### config.mk
export PLATFORM = sky130hd
export DESIGN_NAME = ifu_fetch_flat
export DESIGN_NICKNAME = d
export VERILOG_FILES = /design/src/rtl/ifu_fetch_if.sv /design/src/rtl/ifu_fetch.sv /design/src/flat_wrapper.sv
export SDC_FILE = /design/constraint.sdc
export NUM_CORES = 1
export LEC_CHECK = 0
export BUFFER_PORTS_ARGS = -buffer_cell sky130_fd_sc_hd__buf_2
export CAP_MARGIN = 10
export CORE_ASPECT_RATIO = 0.7
export CORE_MARGIN = 2
export CORE_UTILIZATION = 50
export CTS_BUF_LIST = sky130_fd_sc_hd__clkbuf_4
export DETAILED_ROUTE_END_ITERATION = 6
export PLACE_DENSITY = 0.89
export SYNTH_ARGS = -nofsm -noshare
export SYNTH_HDL_FRONTEND = slang
export SYNTH_SLANG_ARGS = --single-unit
### constraint.sdc
create_clock -name i_clk -period 4.2 [get_ports i_clk]
set_input_delay 0 -clock i_clk [delete_from_list [all_inputs] [get_ports i_clk]]
set_output_delay 0 -clock i_clk [all_outputs]
set_load 0.03 [all_outputs]
### src/rtl/ifu_fetch_if.sv
// Fetch-unit bus bundle: instruction-memory request/response channel plus
// the fetched-instruction handshake toward decode.
interface ifu_fetch_if;
    logic        imem_req_valid;
    logic        imem_req_ready;
    logic [31:0] imem_req_addr;
    logic        imem_rsp_valid;
    logic [31:0] imem_rsp_data;
    logic        imem_rsp_err;
    logic        inst_valid;
    logic        inst_ready;
    logic [31:0] inst;
    logic [31:0] inst_pc;

    modport master (
        output imem_req_valid, imem_req_addr,
        input  imem_req_ready, imem_rsp_valid, imem_rsp_data, imem_rsp_err,
        output inst_valid, inst, inst_pc,
        input  inst_ready
    );

    modport slave (
        input  imem_req_valid, imem_req_addr,
        output imem_req_ready, imem_rsp_valid, imem_rsp_data, imem_rsp_err,
        input  inst_valid, inst, inst_pc,
        output inst_ready
    );
endinterface

### src/rtl/ifu_fetch.sv
// Instruction fetch unit: holds the architectural PC, issues one fetch at a
// time, hands the word to decode and stops with a sticky fault on errors.
module ifu_fetch #(
    parameter logic [31:0] RESET_PC = 32'h8000_0000,
    parameter int unsigned MAX_WAIT = 255
) (
    input  logic        i_clk,
    input  logic        i_rst,
    input  logic [31:0] i_next_pc,
    input  logic        i_pc_update,
    output logic [31:0] o_pc,
    output logic        o_fetch_fault,
    output logic [1:0]  o_fault_cause,
    output logic [31:0] o_fetch_count,
    ifu_fetch_if.master bus
);
    localparam int unsigned CW = $clog2(MAX_WAIT + 1);

    typedef enum logic [2:0] {
        S_IDLE,
        S_REQ,
        S_WAIT,
        S_OUT,
        S_EXEC,
        S_FAULT
    } state_t;

    state_t        r_state;
    state_t        w_next;
    logic [31:0]   r_pc;
    logic [31:0]   r_inst;
    logic [31:0]   r_inst_pc;
    logic [31:0]   r_count;
    logic [1:0]    r_cause;
    logic [CW-1:0] r_wait;

    logic w_accept;
    logic w_rsp_ok;
    logic w_rsp_err;
    logic w_timeout;
    logic w_handshake;
    logic w_load_pc;
    logic w_misalign;

    always_comb begin
        w_accept    = (r_state == S_REQ) && bus.imem_req_ready;
        w_rsp_ok    = (r_state == S_WAIT) && bus.imem_rsp_valid && !bus.imem_rsp_err;
        w_rsp_err   = (r_state == S_WAIT) && bus.imem_rsp_valid && bus.imem_rsp_err;
        // A response arriving on the last allowed cycle takes priority over the timeout.
        w_timeout   = (r_state == S_WAIT) && !bus.imem_rsp_valid && (r_wait == CW'(MAX_WAIT));
        w_handshake = (r_state == S_OUT) && bus.inst_ready;
        w_load_pc   = i_pc_update && (w_handshake || (r_state == S_EXEC));
        w_misalign  = (i_next_pc[1:0] != 2'b00);

        w_next = r_state;
        case (r_state)
            S_IDLE:  w_next = S_REQ;
            S_REQ:   if (w_accept) w_next = S_WAIT;
            S_WAIT: begin
                if (w_rsp_ok)                    w_next = S_OUT;
                else if (w_rsp_err || w_timeout) w_next = S_FAULT;
            end
            S_OUT: begin
                if (w_handshake) begin
                    if (w_load_pc) w_next = w_misalign ? S_FAULT : S_REQ;
                    else           w_next = S_EXEC;
                end
            end
            S_EXEC:  if (w_load_pc) w_next = w_misalign ? S_FAULT : S_REQ;
            S_FAULT: w_next = S_FAULT;
            default: w_next = S_IDLE;
        endcase
    end

    always_ff @(posedge i_clk or posedge i_rst) begin
        if (i_rst) begin
            r_state   <= S_IDLE;
            r_pc      <= RESET_PC;
            r_inst    <= '0;
            r_inst_pc <= '0;
            r_count   <= '0;
            r_cause   <= '0;
            r_wait    <= '0;
        end else begin
            r_state <= w_next;

            if (w_accept)
                r_wait <= '0;
            else if ((r_state == S_WAIT) && !bus.imem_rsp_valid && !w_timeout)
                r_wait <= r_wait + CW'(1);

            if (w_rsp_ok) begin
                r_inst    <= bus.imem_rsp_data;
                r_inst_pc <= r_pc;
            end

            if (w_rsp_err)
                r_cause <= 2'b01;
            else if (w_timeout)
                r_cause <= 2'b10;
            else if (w_load_pc && w_misalign)
                r_cause <= 2'b11;

            if (w_handshake)
                r_count <= r_count + 32'd1;

            if (w_load_pc)
                r_pc <= i_next_pc;
        end
    end

    assign bus.imem_req_valid = (r_state == S_REQ);
    assign bus.imem_req_addr  = r_pc;
    assign bus.inst_valid     = (r_state == S_OUT);
    assign bus.inst           = r_inst;
    assign bus.inst_pc        = r_inst_pc;
    assign o_pc               = r_pc;
    assign o_fetch_fault      = (r_state == S_FAULT);
    assign o_fault_cause      = r_cause;
    assign o_fetch_count      = r_count;
endmodule

### src/flat_wrapper.sv
// flat-port wrapper written by rule: the top's interface ports become plain ports
module ifu_fetch_flat 
#(
    parameter logic [31:0] RESET_PC = 32'h8000_0000,
    parameter int unsigned MAX_WAIT = 255
)
  (i_clk, i_rst, i_next_pc, i_pc_update, o_pc, o_fetch_fault, o_fault_cause, o_fetch_count, bus_imem_req_valid, bus_imem_req_addr, bus_imem_req_ready, bus_imem_rsp_valid, bus_imem_rsp_data, bus_imem_rsp_err, bus_inst_valid, bus_inst, bus_inst_pc, bus_inst_ready);
  ifu_fetch_if bus_i ();
  input  logic i_clk;
  input  logic i_rst;
  input  logic [31:0] i_next_pc;
  input  logic i_pc_update;
  output logic [31:0] o_pc;
  output logic o_fetch_fault;
  output logic [1:0] o_fault_cause;
  output logic [31:0] o_fetch_count;
  output wire logic [$bits(bus_i.imem_req_valid)-1:0] bus_imem_req_valid;
  output wire logic [$bits(bus_i.imem_req_addr)-1:0] bus_imem_req_addr;
  input wire logic [$bits(bus_i.imem_req_ready)-1:0] bus_imem_req_ready;
  input wire logic [$bits(bus_i.imem_rsp_valid)-1:0] bus_imem_rsp_valid;
  input wire logic [$bits(bus_i.imem_rsp_data)-1:0] bus_imem_rsp_data;
  input wire logic [$bits(bus_i.imem_rsp_err)-1:0] bus_imem_rsp_err;
  output wire logic [$bits(bus_i.inst_valid)-1:0] bus_inst_valid;
  output wire logic [$bits(bus_i.inst)-1:0] bus_inst;
  output wire logic [$bits(bus_i.inst_pc)-1:0] bus_inst_pc;
  input wire logic [$bits(bus_i.inst_ready)-1:0] bus_inst_ready;
  assign bus_imem_req_valid = bus_i.imem_req_valid;
  assign bus_imem_req_addr = bus_i.imem_req_addr;
  assign bus_i.imem_req_ready = bus_imem_req_ready;
  assign bus_i.imem_rsp_valid = bus_imem_rsp_valid;
  assign bus_i.imem_rsp_data = bus_imem_rsp_data;
  assign bus_i.imem_rsp_err = bus_imem_rsp_err;
  assign bus_inst_valid = bus_i.inst_valid;
  assign bus_inst = bus_i.inst;
  assign bus_inst_pc = bus_i.inst_pc;
  assign bus_i.inst_ready = bus_inst_ready;
  ifu_fetch #(.RESET_PC(RESET_PC), .MAX_WAIT(MAX_WAIT)) u_core (.i_clk(i_clk), .i_rst(i_rst), .i_next_pc(i_next_pc), .i_pc_update(i_pc_update), .o_pc(o_pc), .o_fetch_fault(o_fetch_fault), .o_fault_cause(o_fault_cause), .o_fetch_count(o_fetch_count), .bus(bus_i));
endmodule
==> results <==
- The first-pass GRT wire length is ~23000 um.
- The total I/O pin count is ~240.
- The number of inserted filler cells in the final layout is 808.
- Setup repair after global routing left no endpoint under its margin.
- The overflow left after global routing is 0.
- The leakage dissipation is about 4.2 nW.
- Measured on the finished design, the core utilization comes to 0.6971.
- The critical path contains buffers and inverters numbering 0 combined.
- The final antenna diode count is 0.
- In this run, post-CTS repair resized a total of 0 instances.
- The standard cell with the maximum stage delay on the critical path is sky130_fd_sc_hd__o21ai_4.
- During synthesis, Yosys emitted a total of 0 warnings.
- Traced cell by cell, the critical path runs through and2b_1 -> and3_1 -> o21ai_4 -> nor2_1 -> o31a_1.
- In the post-synthesis netlist, the biggest area contributors are sky130_fd_sc_hd__dfrtp_1 (58%), sky130_fd_sc_hd__mux2_2 (18%), sky130_fd_sc_hd__buf_4 (4.2%).
- Grouping stages by cell kind, the critical path spends the most delay in compound AO/OA/AOI/OAI gates.
- The hold violation count in the final report was 0.
- Power comes to a little over 0.006 W.
- The net count of the mapped netlist is 520.
- The count of cell types in the netlist is between 40 and 50.
- Summing every instance area after synthesis gives between 6000 and 7000 um^2.
- The data arrival time at the worst-slack endpoint is between 2000 and 3000 ps.
- The final routed wire length divided by cell count is about 17 um.
- The maximum number of pins on one net before global-route repair is 93.
- In the routed design, unresolved DRC markers number 0.
- STA classifies the critical path startpoint as a flip-flop.
- The iteration count of the initial detailed-routing pass is 6.
- For this configuration, the core starts out at a cell density of 0.5148.
- The horizontal die dimension is around 140 um.
- Max-cap violations in this run came to 0.
- In this run the core area contains 33 standard-cell rows.
- The tree built by TritonCTS fans out to approximately 140 sinks.
- The root buffer cell chosen for the clock tree is sky130_fd_sc_hd__clkbuf_4.
- The placed wire-length estimate after detailed placement is just under 10000 um.
- The actual slew at the worst max-slew pin is ~1100 ps.
- After routing, the total negative slack on setup checks comes to 0 ps.
- Along the worst hold path, the cell count comes to 5.
- After detailed routing, the number of vias per cell comes to ~5.
- The critical path capture point type is a flip-flop.
- The final number of max-transition violations is 0.
- The fraction of the cycle the final worst path needs is 0.6168.
- The congestion estimate from routability-driven global placement came to between 0.8 and 0.9.
- The worst path required time is between 4000 and 5000 ps.
- The peak per-stage delay on the critical path is 860 ps.
- For this run, the top clock speed supported by timing is 386.0 MHz.
- The hold path endpoint is u_core.r_wait[0].
- Once detail routing completed, the nets flagged for antenna violations numbered 0.
- The global router's overall resource usage is 0.2277.
- For this design the ratio of total power to cell area is between 700 and 800 nW/um^2.
- After clock tree synthesis, the clock-pin slew on the worst setup and hold paths is approximately 130 ps.
- TritonCTS created 17 clock buffers.
- The aggregate routed wire length is around 15000 um.
- In this run the tool buffered the top-level ports with roughly 240 buffer cells.
- The post-route cell area is slightly above 8000 um^2.
- Clock latency on the worst-skew pair, taken at its later pin, is 500 ps.
- The maximum resistive drop on vdd is a little under 0.0005 V.
- The number of vias in the routed layout is about 4500.
- The die covers around 13000 um^2.
- The vertical die dimension is 95.94 um.
- The area inside the core boundary is between 10000 and 15000 um^2.
- In this run the worst path has a maximum fanout of 33.
- The startpoint identified for the worst register-to-register timing path is u_core.r_state[2].
- CTS built an H-tree with a depth of 4.
- The flop-to-flop setup slack is ~1600 ps.
- The mean instance size in the synthesized netlist is between 10 and 15 um^2.
- The min-delay analysis places its worst path in the category input port to flip-flop.
- Of the cells placed in the final design, the portion with a size suffix greater than 1 is 0.5135.
- The setup-violating endpoint count in the final report is 0.
- The capture point of the worst reg-to-reg path is u_core.o_fault_cause[1].
- The TritonCTS clock tree is yes.
- Of the synthesized area, sequential elements account for 0.5847.
- The number of antenna violations at the first check in global routing was 0.
- After synthesis the netlist holds a flip-flop and latch count of around 140.
- The area added between synthesis and finish is 35.40%.
- The instance area after placement is around 7000 um^2.
- The count of cells along the worst register-to-register path is 5.
- The via count of the first global-routing pass is approximately 4600.
- The startpoint of the tightest hold check path is bus_imem_rsp_valid.
- Counting every instance in the synthesized netlist gives about 450.
- The share of synthesized area in the top cell type comes to 0.5803.
- The smallest hold slack is 66.27 ps.
- The kind of critical path is flip-flop to flip-flop.
- The clock skew after layout is about 23 ps.
- The cell taking the most area after synthesis is sky130_fd_sc_hd__dfrtp_1.
- Measured against its own limit, the worst slew margin works out to 0.2687.
- After the last flow step, the layout net total stands at 800.
- The run finished with clean final reports.
- In this run the deepest clock path goes through 2 buffers.
- The post-route minimum period is 2591 ps.
- The first routing iteration left ~120 violations.
==> per-stage QoR <==
stage	setup WS, ps	std cells
final	1609	897
after global routing	1417	897
after CTS	1601	897
after detailed placement	1653	794
after global placement	1738	794
after floorplan	420.4	447
==> routing by layer <==
metal,track usage,up-vias,share of wire
met1,0.2681,2250,0.40
met4,0.05990,0,0.0042
met3,0.06424,10,0.068
met5,0,-,0
li1,-,2090,-
met2,0.4158,155,0.53
==> cells in the final DEF, fill, tap and decap left out, types with 6 or more instances in the layout <==
master	instances
sky130_fd_sc_hd__clkbuf_4	18
sky130_fd_sc_hd__nand3_1	13
sky130_fd_sc_hd__and3_1	8
sky130_fd_sc_hd__nand4_1	12
sky130_fd_sc_hd__dfrtp_1	140
sky130_fd_sc_hd__nor3_1	6
sky130_fd_sc_hd__nor2_1	17
sky130_fd_sc_hd__inv_6	6
sky130_fd_sc_hd__buf_2	235
sky130_fd_sc_hd__mux2_2	97
sky130_fd_sc_hd__dlygate4sd3_1	71
sky130_fd_sc_hd__xnor2_1	23
sky130_fd_sc_hd__xor2_1	14
sky130_fd_sc_hd__nand2_1	22
==> layout make-up <==
cell class	instances	area [um^2]	area share
clock buffers	18	135.1	0.01653
clock inverters	14	206.4	0.02526
inverters	4	20.02	0.002449
multi-input cells	255	2172	0.2657
flip-flops and latches	141	3530	0.4318
well taps	157	196.4	0.02403
repair buffers	308	1914	0.2342
==> how the worst max path moves through the flow <==
stage | to | depth (start not counted) | slack (ps) | start
global route | u_core.o_fault_cause[1] | 5 | 1420 | u_core.r_state[2]
CTS | u_core.o_fault_cause[1] | 5 | 1600 | u_core.r_state[2]
detailed placement | u_core.o_fault_cause[1] | 5 | 1650 | u_core.r_state[2]
global placement | u_core.o_fault_cause[1] | 5 | 1740 | u_core.r_state[2]
floorplan | u_core.bus.imem_req_addr[0] | 1 | 420 | i_rst
finish | u_core.o_fault_cause[1] | 5 | 1610 | u_core.r_state[2]
==> registers in the layout, summed over array words and instances, names as in the netlist <==
register and cells:
u_core.bus.inst_pc 32, u_core.bus.inst 32, u_core.bus.imem_req_addr 32, u_core.r_wait 8, u_core.o_fault_cause 2, u_core.o_fetch_count 32, u_core.r_state 3
==> cells in the mapped netlist <==
cell and n:
sky130_fd_sc_hd__nor2b_1 1, sky130_fd_sc_hd__o21ai_0 4, sky130_fd_sc_hd__and2b_1 1, sky130_fd_sc_hd__nor3b_1 4, sky130_fd_sc_hd__or4b_4 2, sky130_fd_sc_hd__nor2_1 17, sky130_fd_sc_hd__xor2_1 14, sky130_fd_sc_hd__mux2i_1 2
sky130_fd_sc_hd__nor2_2 3, sky130_fd_sc_hd__o21ai_2 1, sky130_fd_sc_hd__a41oi_4 1, sky130_fd_sc_hd__and4_4 1, sky130_fd_sc_hd__and4_1 3, sky130_fd_sc_hd__mux2_2 97, sky130_fd_sc_hd__or4b_2 1, sky130_fd_sc_hd__buf_4 34
sky130_fd_sc_hd__ha_1 2, sky130_fd_sc_hd__o21ba_2 1, sky130_fd_sc_hd__nand4_1 12, sky130_fd_sc_hd__inv_1 4, sky130_fd_sc_hd__and2_1 4, sky130_fd_sc_hd__nand3b_1 2, sky130_fd_sc_hd__nor3_1 6, sky130_fd_sc_hd__nand4_4 1
sky130_fd_sc_hd__o41a_1 1, sky130_fd_sc_hd__buf_2 7, sky130_fd_sc_hd__o311ai_0 1, sky130_fd_sc_hd__nand3_1 13, sky130_fd_sc_hd__nor2_4 1, sky130_fd_sc_hd__o21ai_1 1, sky130_fd_sc_hd__nand2b_1 2, sky130_fd_sc_hd__a21oi_1 1
sky130_fd_sc_hd__clkbuf_1 4, sky130_fd_sc_hd__o31a_1 1, sky130_fd_sc_hd__buf_6 2, sky130_fd_sc_hd__o221ai_1 1, sky130_fd_sc_hd__dfrtp_1 140, sky130_fd_sc_hd__dfstp_2 1, sky130_fd_sc_hd__nand2_1 22, sky130_fd_sc_hd__and3_1 8
sky130_fd_sc_hd__xnor2_1 23
==> power by group <==
| part | internal, W | total (W) | switching [W] |
|---|---|---|---|
| registers | 0.00185 | 0.00225 | 0.000397 |
| clock network | 0.000494 | 0.00101 | 0.000515 |
| logic | 0.000972 | 0.00291 | 0.00194 |
==> worst reg2reg max path: cells and delay by family (launching register included) <==
family	cells	cell delay, ps
DFF	1	530
AOI/OAI and AO/OA	2	1180
and+or+nand+nor	3	770
==> kinds of logic after synthesis <==
group,after synthesis,share of synthesized area
buf+inv,51,0.05678
simple gates,104,0.09762
compound gates,13,0.01886
flops,141,0.5847
xor+xnor,37,0.05368
fa+ha+maj,2,0.004144
mux,99,0.1842
==> what timing repair did <==
action                                  4_1_cts  5_1_grt
hold endpoints to repair                    167        0
endpoints found under the setup margin        0        0
buffers inserted                              0        0
hold buffers                                 71        0
No activity file was read; power rests on OpenSTA's default activity.
